`src/rtl/sdf_r2_stage_ctrl.sv`:
```
// Control and delay-line storage for one radix-2 SDF FFT stage: sequences the butterfly
// state code, recirculates SR outputs as B after DEPTH advances, and issues twiddle exponents.
module sdf_r2_stage_ctrl #(
   parameter int DEPTH = 16,
   parameter int CNT_W = 4,
   parameter int DW    = 12
) (
   input  logic             clk,
   input  logic             rst_n,
   input  logic             in_valid,
   input  logic [DW-1:0]    sr_r,
   input  logic [DW-1:0]    sr_i,
   output logic [1:0]       state,
   output logic [DW-1:0]    b_r,
   output logic [DW-1:0]    b_i,
   output logic [CNT_W-1:0] wn_idx,
   output logic             out_valid,
   output logic             frame_done,
   output logic             err
);

   typedef enum logic [1:0] {
      IDLE    = 2'b00,
      FIRST   = 2'b01,
      SECOND  = 2'b10,
      WAITING = 2'b11
   } state_t;

   localparam logic [CNT_W-1:0] CNT_LAST = CNT_W'(DEPTH - 1);

   state_t           state_r;
   state_t           state_s;
   logic [CNT_W-1:0] cnt_r;
   logic             cont_r;
   logic             err_r;
   logic             adv_s;
   logic [2*DW-1:0]  line_r [DEPTH];

   // Effective state: an IDLE stage that sees a sample behaves as WAITING in that same cycle.
   always_comb begin
      state_s = state_r;
      if (state_r == IDLE && in_valid && rst_n) begin
         state_s = WAITING;
      end else begin
         state_s = state_r;
      end
   end

   // Shift enable: the SECOND half always advances, loading and waiting halves follow in_valid.
   always_comb begin
      adv_s = 1'b0;
      case (state_s)
         WAITING, FIRST: adv_s = in_valid;
         SECOND:         adv_s = 1'b1;
         default:        adv_s = 1'b0;
      endcase
   end

   // Sequencer, sample counter, continuation/error flags and delay line.
   always_ff @(posedge clk or negedge rst_n) begin
      if (!rst_n) begin
         state_r <= IDLE;
         cnt_r   <= {CNT_W{1'b0}};
         cont_r  <= 1'b0;
         err_r   <= 1'b0;
         for (int i = 0; i < DEPTH; i++) begin
            line_r[i] <= {(2*DW){1'b0}};
         end
      end else begin
         if (adv_s) begin
            cnt_r     <= cnt_r + CNT_W'(1);
            line_r[0] <= {sr_r, sr_i};
            for (int i = 1; i < DEPTH; i++) begin
               line_r[i] <= line_r[i-1];
            end
            if (cnt_r == CNT_LAST) begin
               case (state_s)
                  WAITING: state_r <= FIRST;
                  FIRST:   state_r <= SECOND;
                  SECOND:  state_r <= cont_r ? FIRST : IDLE;
                  default: state_r <= IDLE;
               endcase
            end else begin
               state_r <= state_s;
            end
         end
         // cont is latched at the start of SECOND; a gap afterwards while reloading is a violation.
         if (state_s == SECOND) begin
            if (cnt_r == {CNT_W{1'b0}}) begin
               cont_r <= in_valid;
            end else if (cont_r && !in_valid) begin
               err_r <= 1'b1;
            end
         end
      end
   end

   // Output decode.
   always_comb begin
      state      = state_s;
      b_r        = line_r[DEPTH-1][2*DW-1:DW];
      b_i        = line_r[DEPTH-1][DW-1:0];
      wn_idx     = {CNT_W{1'b0}};
      out_valid  = 1'b0;
      frame_done = 1'b0;
      err        = err_r;
      if (state_s == SECOND) begin
         wn_idx     = cnt_r;
         out_valid  = 1'b1;
         frame_done = (cnt_r == CNT_LAST);
      end else begin
         out_valid  = (state_s == FIRST) && in_valid;
      end
   end

endmodule

```
`config.mk`:
```
export PLATFORM = sky130hd
export DESIGN_NAME = sdf_r2_stage_ctrl
export DESIGN_NICKNAME = d
export VERILOG_FILES = /design/src/rtl/sdf_r2_stage_ctrl.sv
export SDC_FILE = /design/constraint.sdc
export NUM_CORES = 1
export LEC_CHECK = 0
export CELL_PAD_IN_SITES_DETAIL_PLACEMENT = 0
export CELL_PAD_IN_SITES_GLOBAL_PLACEMENT = 1
export CORE_ASPECT_RATIO = 1.2
export CORE_MARGIN = 2
export CORE_UTILIZATION = 45
export CTS_BUF_LIST = sky130_fd_sc_hd__clkbuf_16
export CTS_CLUSTER_DIAMETER = 60
export DETAILED_ROUTE_END_ITERATION = 8
export GPL_ROUTABILITY_DRIVEN = 0
export HOLD_SLACK_MARGIN = 0.03
export PLACE_DENSITY = 0.69
export SYNTH_ARGS = -nofsm -noshare
export SYNTH_HDL_FRONTEND = slang
export SYNTH_SLANG_ARGS = --single-unit
```
`constraint.sdc`:
```
create_clock -name clk -period 2.1 [get_ports clk]
set_input_delay 0.21 -clock clk [delete_from_list [all_inputs] [get_ports clk]]
set_output_delay 0.21 -clock clk [all_outputs]
set_load 0.02 [all_outputs]
```
# ---- Yosys cells after proc, flatten, opt, wreduce, memory -nomap -nowiden
# Index checks and enable logic that the tools add are counted.
dict set report totals {
  out_inout_bits 33
  ff_bits 392
  input_bits 27
  wordCells 44
}
dict set report op_classes {
  bitwise 1
  eq_ne 4
  mux 8
  add_sub_neg 1
  n_reduce_logical 10
}
# op n
set op_table {}
lappend op_table {{case mux 2 bit (3 select lines)} 1}
lappend op_table {{adder 4 x 1 -> 4 bit, second input constant} 1}
lappend op_table {{equality test 2 bit, second input constant} 2}
lappend op_table {{equality test 4 bit, second input constant} 1}
lappend op_table {{logical AND 1 bit} 4}
lappend op_table {{logical NOT 4 bit} 1}
lappend op_table {{2-to-1 mux 2 bit} 2}
lappend op_table {{2-to-1 mux 4 bit} 1}
lappend op_table {{2-to-1 mux 1 bit} 3}
lappend op_table {{AND reduction 3 bit} 1}
lappend op_table {{equality test 2 x 1 -> 1 bit, second input constant} 1}
lappend op_table {{logical NOT 2 bit} 1}
lappend op_table {{case mux 1 bit (2 select lines)} 1}
lappend op_table {{AND reduction 2 bit} 1}
lappend op_table {{OR reduction 2 bit} 1}
lappend op_table {{logical NOT 1 bit} 1}
lappend op_table {{NOT 1 bit} 1}

# ---- Logic depth before layout (Yosys ltp)
dict set report logic_depth {
  word_depth 7
  depth_mapped 6
  mapped_depth_nobuf 4
}

# ---- Worst setup path after synthesis
# No wires, ideal clock.
dict set report synth_path {
  path_type {reg2reg}
  startpoint {register state_r[0]}
  endpoint {register line_r, in the netlist b_i[6]}
  setup_time_ns 0.128
  synth_period_minus_slack_ns 1.517
  setup_slack_ns 0.583
  arrival_ns 1.390
  path_buffers 3
  path_stages_with_launch 7
  required_ns 1.972
  cell_sequence {dfrtp_1 > buf_6 > nand2b_4 > nand2_4 > buf_6 > buf_6 > mux2_1}
}
dict set report synth_via {
  elab_chain_cells 7
  elab_cells_between_ends 9
  cone_classes {3 x eq/ne; 2 x mux; 4 x reduce/logical}
}
# element line
set synth_rtl {}
lappend synth_rtl {{from (decl)} 31} ;# state_t state_r;
lappend synth_rtl {{from (signal assigned)} 80} ;# SECOND: state_r <= cont_r ? FIRST : IDLE;
lappend synth_rtl {{from (signal assigned)} 84} ;# state_r <= state_s;
lappend synth_rtl {{logical NOT 2 bit} 42} ;# if (state_r == IDLE && in_valid && rst_n) begin
lappend synth_rtl {{logical AND 1 bit (2 in a row)} 42}
lappend synth_rtl {{2-to-1 mux 2 bit (*)} 42}
lappend synth_rtl {{equality test 2 x 1 -> 1 bit / equality test 2 bit (equally long branches)} 52} ;# case (state_s)
lappend synth_rtl {{OR reduction 2 bit} 52}
lappend synth_rtl {{case mux 1 bit (2 select lines) (*)} 52}
lappend synth_rtl {{to (signal, indexed assignment)} 67} ;# line_r[i] <= {(2*DW){1'b0}};
lappend synth_rtl {{to (signal, indexed assignment)} 74} ;# line_r[i] <= line_r[i-1];
lappend synth_rtl {{to (decl)} 37} ;# logic [2*DW-1:0] line_r [DEPTH];
# Every way passes the cells marked *; elsewhere a longest branch is shown, timed or not.
# A chain may end at the register's enable or synchronous reset.

# ---- Worst setup path in the final report
dict set report layout_path {
  startpoint {register state_r[1]}
  endpoint {output wn_idx[3]}
}
dict set report layout_via {
  elab_chain_cells 6
}
# element line
set layout_rtl {}
lappend layout_rtl {{logical NOT 2 bit} 42}
lappend layout_rtl {{logical AND 1 bit (2 in a row)} 42}
lappend layout_rtl {{2-to-1 mux 2 bit (*)} 42}
lappend layout_rtl {{equality test 2 bit (*)} 107} ;# if (state_s == SECOND) begin
lappend layout_rtl {{2-to-1 mux 4 bit (*)} 107}
lappend layout_rtl {{to (decl)} 16} ;# output logic [CNT_W-1:0] wn_idx,
# Marked as above.

==> run metrics <==
# setup viols final=0; Pint=20300 uW; Setup TNS=0 ns; Setup CP Type=register to primary output; Leakage=between 0.008 and 0.009 uW; Placed Cells=about 1400; global-route wire length before repair=37400 um; final WL=21000 um; Max Clk Rate=529 MHz; Max Cap Viol=0; TritonCTS clock tree=done; Die W=177 um; Final Max Tran Viols=0; RSZ-0062 raised after global routing=false; Crit-path slowest cell=dfrtp_2; synthesized net count=917; ratio of cells with drive above 1 in the final layout=0.418; top post-synthesis cells by area=dfrtp_1 61%, mux2_4 25%, mux2_1 4.8%; via count=6893; Worst-Skew Late Latency=0.52 ns; maximum VDD drop=0.776 mV; Reg2Reg Setup Slack=0.34 ns; Tightest Pin Transition=0.655 ns; crit path DAT=1.68 ns; power per cell area=1490 nW/um^2; worst r2r path cells=5; Net Sw Power=6920 uW; Final Total Pwr=27300 uW; min Tclk post-route=~1.9 ns; Comb power frac=0.284; sequential share of the synthesized area=0.610; Critical Path RT=1.89 ns; clock power share=0.230; Port Buf Inserts=59; fillers=2892; Post-DRT Antenna Nets=0; slowest stage delay, CP=0.47 ns; core area=35100 um^2; Crit. End Element=primary output; most common cell in the netlist=dfrtp_1; CP Cell Sequence=nor2b_4 > and2_1 > dlygate4sd2_1; switching power share of the total=0.254; share of the synthesized area in the top cell type=0.610; Synthesis Warnings=0; number of global-route vias before repair=7174; Max FO, Critical Path=9; Post-Layout Cell Count=~1500; n_diodes=0; Initial Util=0.458; count of cell types in the netlist=29; flops & latches, synth=just under 400; final core occ=0.523; clk buf depth=3; R2R Path End=line_r[208]; Startpoint Class=register; final hold vios=0; Flop pwr share=0.485; Initial DRC Count=341; root buf cell=clkbuf_16; ys async rst share=1.00; routed vias/inst=4.74; Final HPWL DP=approximately 13000 um; synthesis-to-layout area growth=14.2%; Ports=60; synthesized cell area=about 16000 um^2; synth cell count leaders=392 x dfrtp_1, 270 x mux2_4, 68 x mux2_1; row count=between 70 and 80; clock sinks=~390; global route overflow=0; pin count of the biggest net entering global routing=~130; initial antenna violation count=1; DR WL/cell=14.5 um; All-Layer GR Usage=0.120; syn avg cell area=18.1 um^2; RR Startpoint=state_r[0]; Worst Skew=0.0166 ns; die height=211 um; Clk pin slew, worst setup/hold paths=0.06 ns; worst hold-check path type=input port to async pin; drt first pass iters=4; total CTS buffers=41; Post-Syn Instances=888; Synth Flop Type=dfrtp_1; Slew headroom=0.563; top cell type by total area after synthesis=dfrtp_1; run status=finished, final reports clean; Post-synth EDFFs=0; period utilization=0.901; DIE AREA=37300 um^2; fin nets=994; Remaining DRCs=0; Clock H-tree levels=2
registers in the layout, indices dropped and copies added, names as in the netlist:
name,cells
line_r,360
b_i,12
b_r,12
cnt_r,4
state_r,2
cont_r,1
err,1
through the flow:
step	worst slack (ns)	instance area [um^2]	hold slack, ns
floorplan	0.583	16100	-0.0856
finish	0.208	18400	0.0958
CTS	0.178	18400	0.0791
global placement	0.192	17200	0.0362
global route	0.107	18400	0.0780
detailed placement	0.174	17200	0.0356
final cells by class:
type / instances / area [um^2] / area share
inverter: 3 / 11.3 / 0.000613
sequential: 392 / 9810 / 0.534
clock buffer: 41 / 1030 / 0.0559
tap: 462 / 578 / 0.0315
clock inverter: 28 / 129 / 0.00702
timing repair buffer: 102 / 1170 / 0.0639
multi-input combinational: 425 / 5630 / 0.307
cell families after synthesis:
kind of cell | Yosys count | synth area share
DFF | 392 | 0.610
muxes | 385 | 0.333
buffers and inverters | 71 | 0.0408
and+or+nand+nor | 23 | 0.00794
AOI/OAI and AO/OA | 12 | 0.00506
xor gates and xnor gates | 3 | 0.00163
adders and majority gates | 2 | 0.00156
layout by cell type (no fill, tap or decap), types with 2 or more instances in the layout:
| master | n |
|---|---|
| dfrtp_1 | 390 |
| mux2_4 | 270 |
| mux2_1 | 68 |
| clkdlybuf4s50_1 | 50 |
| mux2_2 | 47 |
| clkbuf_16 | 41 |
| buf_4 | 21 |
| buf_12 | 21 |
| inv_1 | 18 |
| dlygate4sd2_1 | 8 |
| clkinv_1 | 7 |
| nand2_1 | 5 |
| nor2_1 | 4 |
| nand3_1 | 4 |
| o21ai_0 | 4 |
| a21o_1 | 2 |
| and2_1 | 2 |
| xnor2_1 | 2 |
| ha_1 | 2 |
| inv_6 | 2 |
| clkinvlp_4 | 2 |
| dfrtp_2 | 2 |
critical path, delay by kind of cell (launching register included):
family / cells / cell delay (ns)
buffers and inverters: 1 / 0.33
AND/OR/NAND/NOR: 2 / 0.37
flip-flops: 1 / 0.47
what timing repair did:
action	in CTS	in global routing
resized for setup	13	0
setup endpoints to repair	8	0
buffers inserted	0	0
hold buffers	1	0
hold endpoints to repair	14	0
layer usage:
layer | up-vias | GRT usage | routed length (um)
li1 | 3259 | - | -
met1 | 3481 | 0.189 | 11100
met2 | 100 | 0.157 | 8180
met3 | 51 | 0.0358 | 1160
met4 | 2 | 0.0413 | 577
met5 | - | 0 | 16
power groups by stage:
stage                     logic (uW)  registers (uW)  clock network [uW]
after floorplan                 6980           12600                   0
after global placement          7620           13300                   0
after detailed placement        7850           13400                   0
after CTS                       7870           13300                6560
after global routing            8360           13800                6880
final                           7760           13200                6280
how the worst max path moves through the flow:
stage                    start  slack (ns)    endpoint
floorplan           state_r[0]        0.58      b_i[6]
global placement      in_valid        0.19   out_valid
detailed placement    in_valid        0.17   out_valid
CTS                 state_r[1]        0.18   wn_idx[3]
global route          cnt_r[0]        0.11  frame_done
finish              state_r[1]        0.21   wn_idx[3]
(Power assumes the default switching activity.)
==> RTL edit 1 (config.mk and constraints unchanged) <==
`DEPTH`: 16 -> 32.
--- a/src/rtl/sdf_r2_stage_ctrl.sv
+++ b/src/rtl/sdf_r2_stage_ctrl.sv
@@ -3,3 +3,3 @@
 module sdf_r2_stage_ctrl #(
-   parameter int DEPTH = 16,
+   parameter int DEPTH = 32,
    parameter int CNT_W = 4,
Check against the original RTL: same outputs for any inputs over 10 cycles, from zero or initial values and one cycle with rst_n low; that may be too few to reach the edited logic, so the function may still have changed.
==> RTL edit 1 against the original RTL <==
- critical path type is now flop to flop
- routed wire length grew 96%
- cell count grew 91%
- critical path depth grew 4
- utilization shrank 0.48 points
- design area grew 90%
- worst setup slack lost 0.15 ns
- area after synthesis grew 91%
- total power grew 81%
- non-clock buffer count grew 51
- sequential cell count grew 384
- sequential share of layout area grew 2.2 points
==> RTL edit 1: results (changes against the original RTL) <==
Outcome
  – Run status: finished clean (unchanged)

Layout
  – Signal buffers: 153 (was 102)
  – Area occupied by registers: 0.0194 sq mm (was 0.00981 sq mm)
  – Nets: 1847 (was 994)
  – # fillers: 5483 (was 2892)
  – Post-Route Utilization: 51.8% (was 52.3%)
  – Clock Network Area Fraction: 6.80% (was 6.29%)
  – Clock buf count: 80 (was 41)
  – Share of layout cells above drive strength 1: 51.9% (was 41.8%)

Global routing
  – Vias in the first global route: 14750 (was 7174)
  – Grt met3 use: 2.56% (was 3.58%)
  – GRT Overall Usage: 12.4% (was 12.0%)
  – Largest net degree at the start of global routing: 167 (was 129)
  – Met2 Usage GRT: 20.2% (was 15.7%)
  – Initial antenna violation count: 0 (was 1)

Critical path
  – Crit path from: state_r[0] (was state_r[1])
  – Crit path max-delay family: buffers and inverters (was flip-flops)
  – Crit path to: line_r[270] (was wn_idx[3])
  – Path depth of the worst reg2reg path: 7 (was 5)
  – Crit-path max FO: 26 (was 9)
  – CP arrival: 2.52 ns (was 1.68 ns)

Worst hold path
  – Worst Hold Class: primary input to flop (was primary input to asynchronous set/reset pin)

Synthesis
  – Post-Synth Adder-Cell Area: 0.0815% (was 0.156%)
  – Net Count, Synth: 1722 (was 917)
  – Top cells by count, synth: dfrtp_1, mux2_2, mux2_4 (was dfrtp_1, mux2_4, mux2_1)

STA
  – Final Skew: 0.0122 ns (was 0.0166 ns)
  – PnR worst setup slack: 0.0601 ns (was 0.208 ns)
  – Relative slew slack: 34.5% (was 56.3%)

Routing
  – M1 wire length: 18600 um (was 11100 um)
  – Via density: 4.84 (was 4.74)
  – Met3 routed WL: 1330 um (was 1160 um)

Placement
  – Placed wire-length estimate: 25300 um (was 12800 um)

Clock tree
  – Post-CTS Hold Fix Bufs: 2 (was 1)
  – Clock Sinks: 776 (was 392)
  – Post-CTS Setup Inserts: 1 (was 0)

Power and ir drop
  – Peak VDD IR: 0.000663 V (was 0.000776 V)
  – Net Sw Power: 12.2 mW (was 6.92 mW)
  – P_clk: 12.8 mW (was 6.28 mW)
  – Seq power: 24.9 mW (was 13.2 mW)
-- RTL edit 1: changes by cell type in the layout (fill, tap and decap cells not counted), sizes merged, moves of 3 or more --
| cell | before | now |
|---|---|---|
| and2 | 2 | 5 |
| clkbuf | 41 | 82 |
| buf | 43 | 91 |
| mux2 | 385 | 770 |
| dlygate4sd2 | 8 | 2 |
| inv | 20 | 30 |
| nand2 | 6 | 3 |
| clkinv | 9 | 27 |
| o21ai | 5 | 2 |
| dfrtp | 392 | 776 |
| clkdlybuf4s15 | 0 | 6 |
-- RTL edit 1: metrics by stage --
step	TNS (ns)	std cells
global placement	0	2630
CTS	-0.00511	2773
global route	-0.646	2777
finish	0	2777
detailed placement	0	2630
floorplan	0	1693
-- RTL edit 1: cells by family (layout without fill, tap and decap cells) --
logic type               after synthesis  after routing
buffers and inverters                113            296
AO/OA/AOI/OAI                         10             10
AND/OR/NAND/NOR                       19             19
multiplexers                         770            770
flip-flops                           776            776
adder cells (fa/ha/maj)                2              2
XOR/XNOR                               3              3
==> RTL edit 2 (config.mk and constraints unchanged) <==
Without the edit above. Add an input register stage for `in_valid`, `sr_r` and `sr_i`, with the module's reset; this delays them by one clock.
--- a/src/rtl/sdf_r2_stage_ctrl.sv
+++ b/src/rtl/sdf_r2_stage_ctrl.sv
@@ -30,2 +30,18 @@
 
+   logic in_valid_q;
+   logic [DW-1:0] sr_r_q;
+   logic [DW-1:0] sr_q;
+
+   always_ff @(posedge clk or negedge rst_n) begin
+      if (!rst_n) begin
+         in_valid_q <= '0;
+         sr_r_q     <= '0;
+         sr_q       <= '0;
+      end else begin
+         in_valid_q <= in_valid;
+         sr_r_q     <= sr_r;
+         sr_q       <= sr_i;
+      end
+   end
+
    state_t           state_r;
@@ -41,3 +57,3 @@
       state_s = state_r;
-      if (state_r == IDLE && in_valid && rst_n) begin
+      if (state_r == IDLE && in_valid_q && rst_n) begin
          state_s = WAITING;
@@ -52,3 +68,3 @@
       case (state_s)
-         WAITING, FIRST: adv_s = in_valid;
+         WAITING, FIRST: adv_s = in_valid_q;
          SECOND:         adv_s = 1'b1;
@@ -71,3 +87,3 @@
             cnt_r     <= cnt_r + CNT_W'(1);
-            line_r[0] <= {sr_r, sr_i};
+            line_r[0] <= {sr_r_q, sr_q};
             for (int i = 1; i < DEPTH; i++) begin
@@ -89,4 +105,4 @@
             if (cnt_r == {CNT_W{1'b0}}) begin
-               cont_r <= in_valid;
-            end else if (cont_r && !in_valid) begin
+               cont_r <= in_valid_q;
+            end else if (cont_r && !in_valid_q) begin
                err_r <= 1'b1;
@@ -111,3 +127,3 @@
       end else begin
-         out_valid  = (state_s == FIRST) && in_valid;
+         out_valid  = (state_s == FIRST) && in_valid_q;
       end
Behaviour: not the same (a bounded check fails within 4 cycles, from zero or initial values and one cycle with rst_n low).
==> RTL edit 2 against the original RTL <==
- area after synthesis up 3.9%
- design area up 2.4%
- count of clock-buffer cells in the layout up 3
- combinational power down 3.1%
- sequential cell count up 25
- total power up 3.4%
- clock skew up 0.0020 ns
- worst setup slack worse by 0.10 ns
- routed wire length up 0.30%
- die area up 3.8%
- critical endpoint is now state[1]
- largest power group unchanged
==> RTL edit 2: results (changes against the original RTL) <==
Synthesis
  – Number of synthesis warnings: 0 (unchanged)
  – Post-synthesis sequential area ratio: 62.5% (was 61.0%)
  – Multiplexer share of the synthesized area: 32.0% (was 33.3%)
  – Synth Area in Compound Gates: 0.487% (was 0.506%)
  – Post-Synth Adder-Cell Area: 0.150% (was 0.156%)
  – Synth Area per Inst: 18.3 sq um (was 18.1 sq um)
  – Synth Area in XOR/XNOR: 0.157% (was 0.163%)
  – Top cells by count, synth: dfrtp_1, mux2_4, mux2_1 (unchanged)
  – Cell variety after synth: 29 (unchanged)
  – Net Count, Synth: 942 (was 917)
  – Area contributors post-synth: dfrtp_1, mux2_4, mux2_1 (unchanged)

Critical path
  – Crit-path max FO: 7 (was 9)
  – Crit path max-delay family: buffers and inverters (was flip-flops)
  – Critical path's slowest cell: dfrtp_1 (was dfrtp_2)
  – Path depth of the worst reg2reg path: 4 (was 5)
  – Critical R2R Launch: state_r[0] (unchanged)
  – Worst r2r dst: line_r[27] (was line_r[208])
  – FF-to-FF setup slack: 0.13 ns (was 0.34 ns)
  – CP arrival: 1.78 ns (was 1.68 ns)

Clock tree
  – Post-CTS Setup Inserts: 0 (unchanged)
  – Clk slew on worst S/H paths: 0.06 ns (about the same)
  – Num CTS Buffers: 44 (was 41)
  – Root buffer cell: clkbuf_16 (unchanged)
  – Post-cts sizing count: 12 (was 13)
  – Worst-skew pair later-pin latency: 0.54 ns (was 0.52 ns)

STA
  – Final Skew: 0.0186 ns (was 0.0166 ns)
  – Worst hold slack: 0.110 ns (was 0.0958 ns)
  – Worst-margin pin slew: 0.955 ns (was 0.655 ns)

Global routing
  – GRT Overall Usage: 11.6% (was 12.0%)
  – Largest net degree at the start of global routing: 187 (was 129)
  – Vias in the first global route: 7388 (was 7174)
  – Initial antenna violation count: 0 (was 1)
  – First-pass GRT wire length: 38100 um (was 37400 um)

Power and ir drop
  – Peak VDD IR: 0.000819 V (was 0.000776 V)
  – Switch share: 25.3% (was 25.4%)
  – Int Pwr: 21.1 mW (was 20.3 mW)
  – Pleak: 8.83 nW (was 8.62 nW)
  – Logic power comb: 7.52 mW (was 7.76 mW)
  – Seq power: 13.7 mW (was 13.2 mW)

Placement
  – Placed cells: 1398 (was 1383)
  – Placed wire-length estimate: 12000 um (was 12800 um)

Layout
  – Share of layout cells above drive strength 1: 40.0% (was 41.8%)
  – Fin cells: 1475 (was 1453)
  – Nets: 1000 (was 994)
  – # fillers: 2986 (was 2892)

Outcome
  – Run status: finished clean (unchanged)

Routing
  – Routed WL: 21100 um (was 21000 um)
  – Via density: 4.70 (was 4.74)
  – Iteration-0 DRC Markers: 424 (was 341)

Worst hold path
  – Worst Hold Class: primary input to flop (was primary input to asynchronous set/reset pin)
RTL edit 2: cell count changes after synthesis:
| cell | unedited run | this run |
|---|---|---|
| dfrtp_1 | 392 | 417 |
RTL edit 2: cells by family (layout without fill, tap and decap cells):
family	after synthesis	after routing
buffers and inverters	71	159
and+or+nand+nor	23	23
xor gates and xnor gates	3	3
DFF	417	417
AOI/OAI and AO/OA	12	12
muxes	385	385
adders and majority gates	2	2
RTL edit 2: per-stage QoR:
step	setup WS [ns]	utilization, %	area, sq um
2_1_floorplan	0.582	-	16700
3_3_place_gp	0.207	47.6	17500
3_5_place_dp	0.131	47.6	17500
4_1_cts	0.0127	51.2	18800
5_1_grt	0.00693	51.2	18800
6_report	0.109	51.2	18800
RTL edit 2: worst max-delay path by stage:
stage	start	end	slack, ns
detailed placement	state_r[0]	line_r[27]	0.13
finish	state_r[0]	state[1]	0.11
global route	state_r[0]	state[1]	0.007
floorplan	state_r[0]	line_r[110]	0.58
global placement	state_r[0]	b_i[2]	0.21
CTS	state_r[0]	state[1]	0.01
RTL edit 2: layer usage:
| layer | part of all wire, % | wire [um] | GRT usage, % |
|---|---|---|---|
| met2 | 40 | 8470 | 15.8 |
| met1 | 53 | 11100 | 17.9 |
| met5 | 0 | 0 | 0 |
| met4 | 2.6 | 548 | 4.12 |
| met3 | 4.5 | 949 | 2.81 |
RTL edit 2: area by class of cell:
class | instances | share of cell area, %
inverters | 3 | 0.0599
repair buffers | 80 | 4.44
multi-input cells | 425 | 29.9
clock buffers | 44 | 5.86
well taps | 474 | 3.16
flip-flops and latches | 417 | 55.5
clock inverters | 32 | 1.01
RTL edit 2: worst reg2reg max path: cells and delay by family (launching register included):
family	cells	cell delay (ns)
AND/OR/NAND/NOR	2	0.55
flip-flops	1	0.48
buffers and inverters	1	0.45
multiplexers	1	0.40
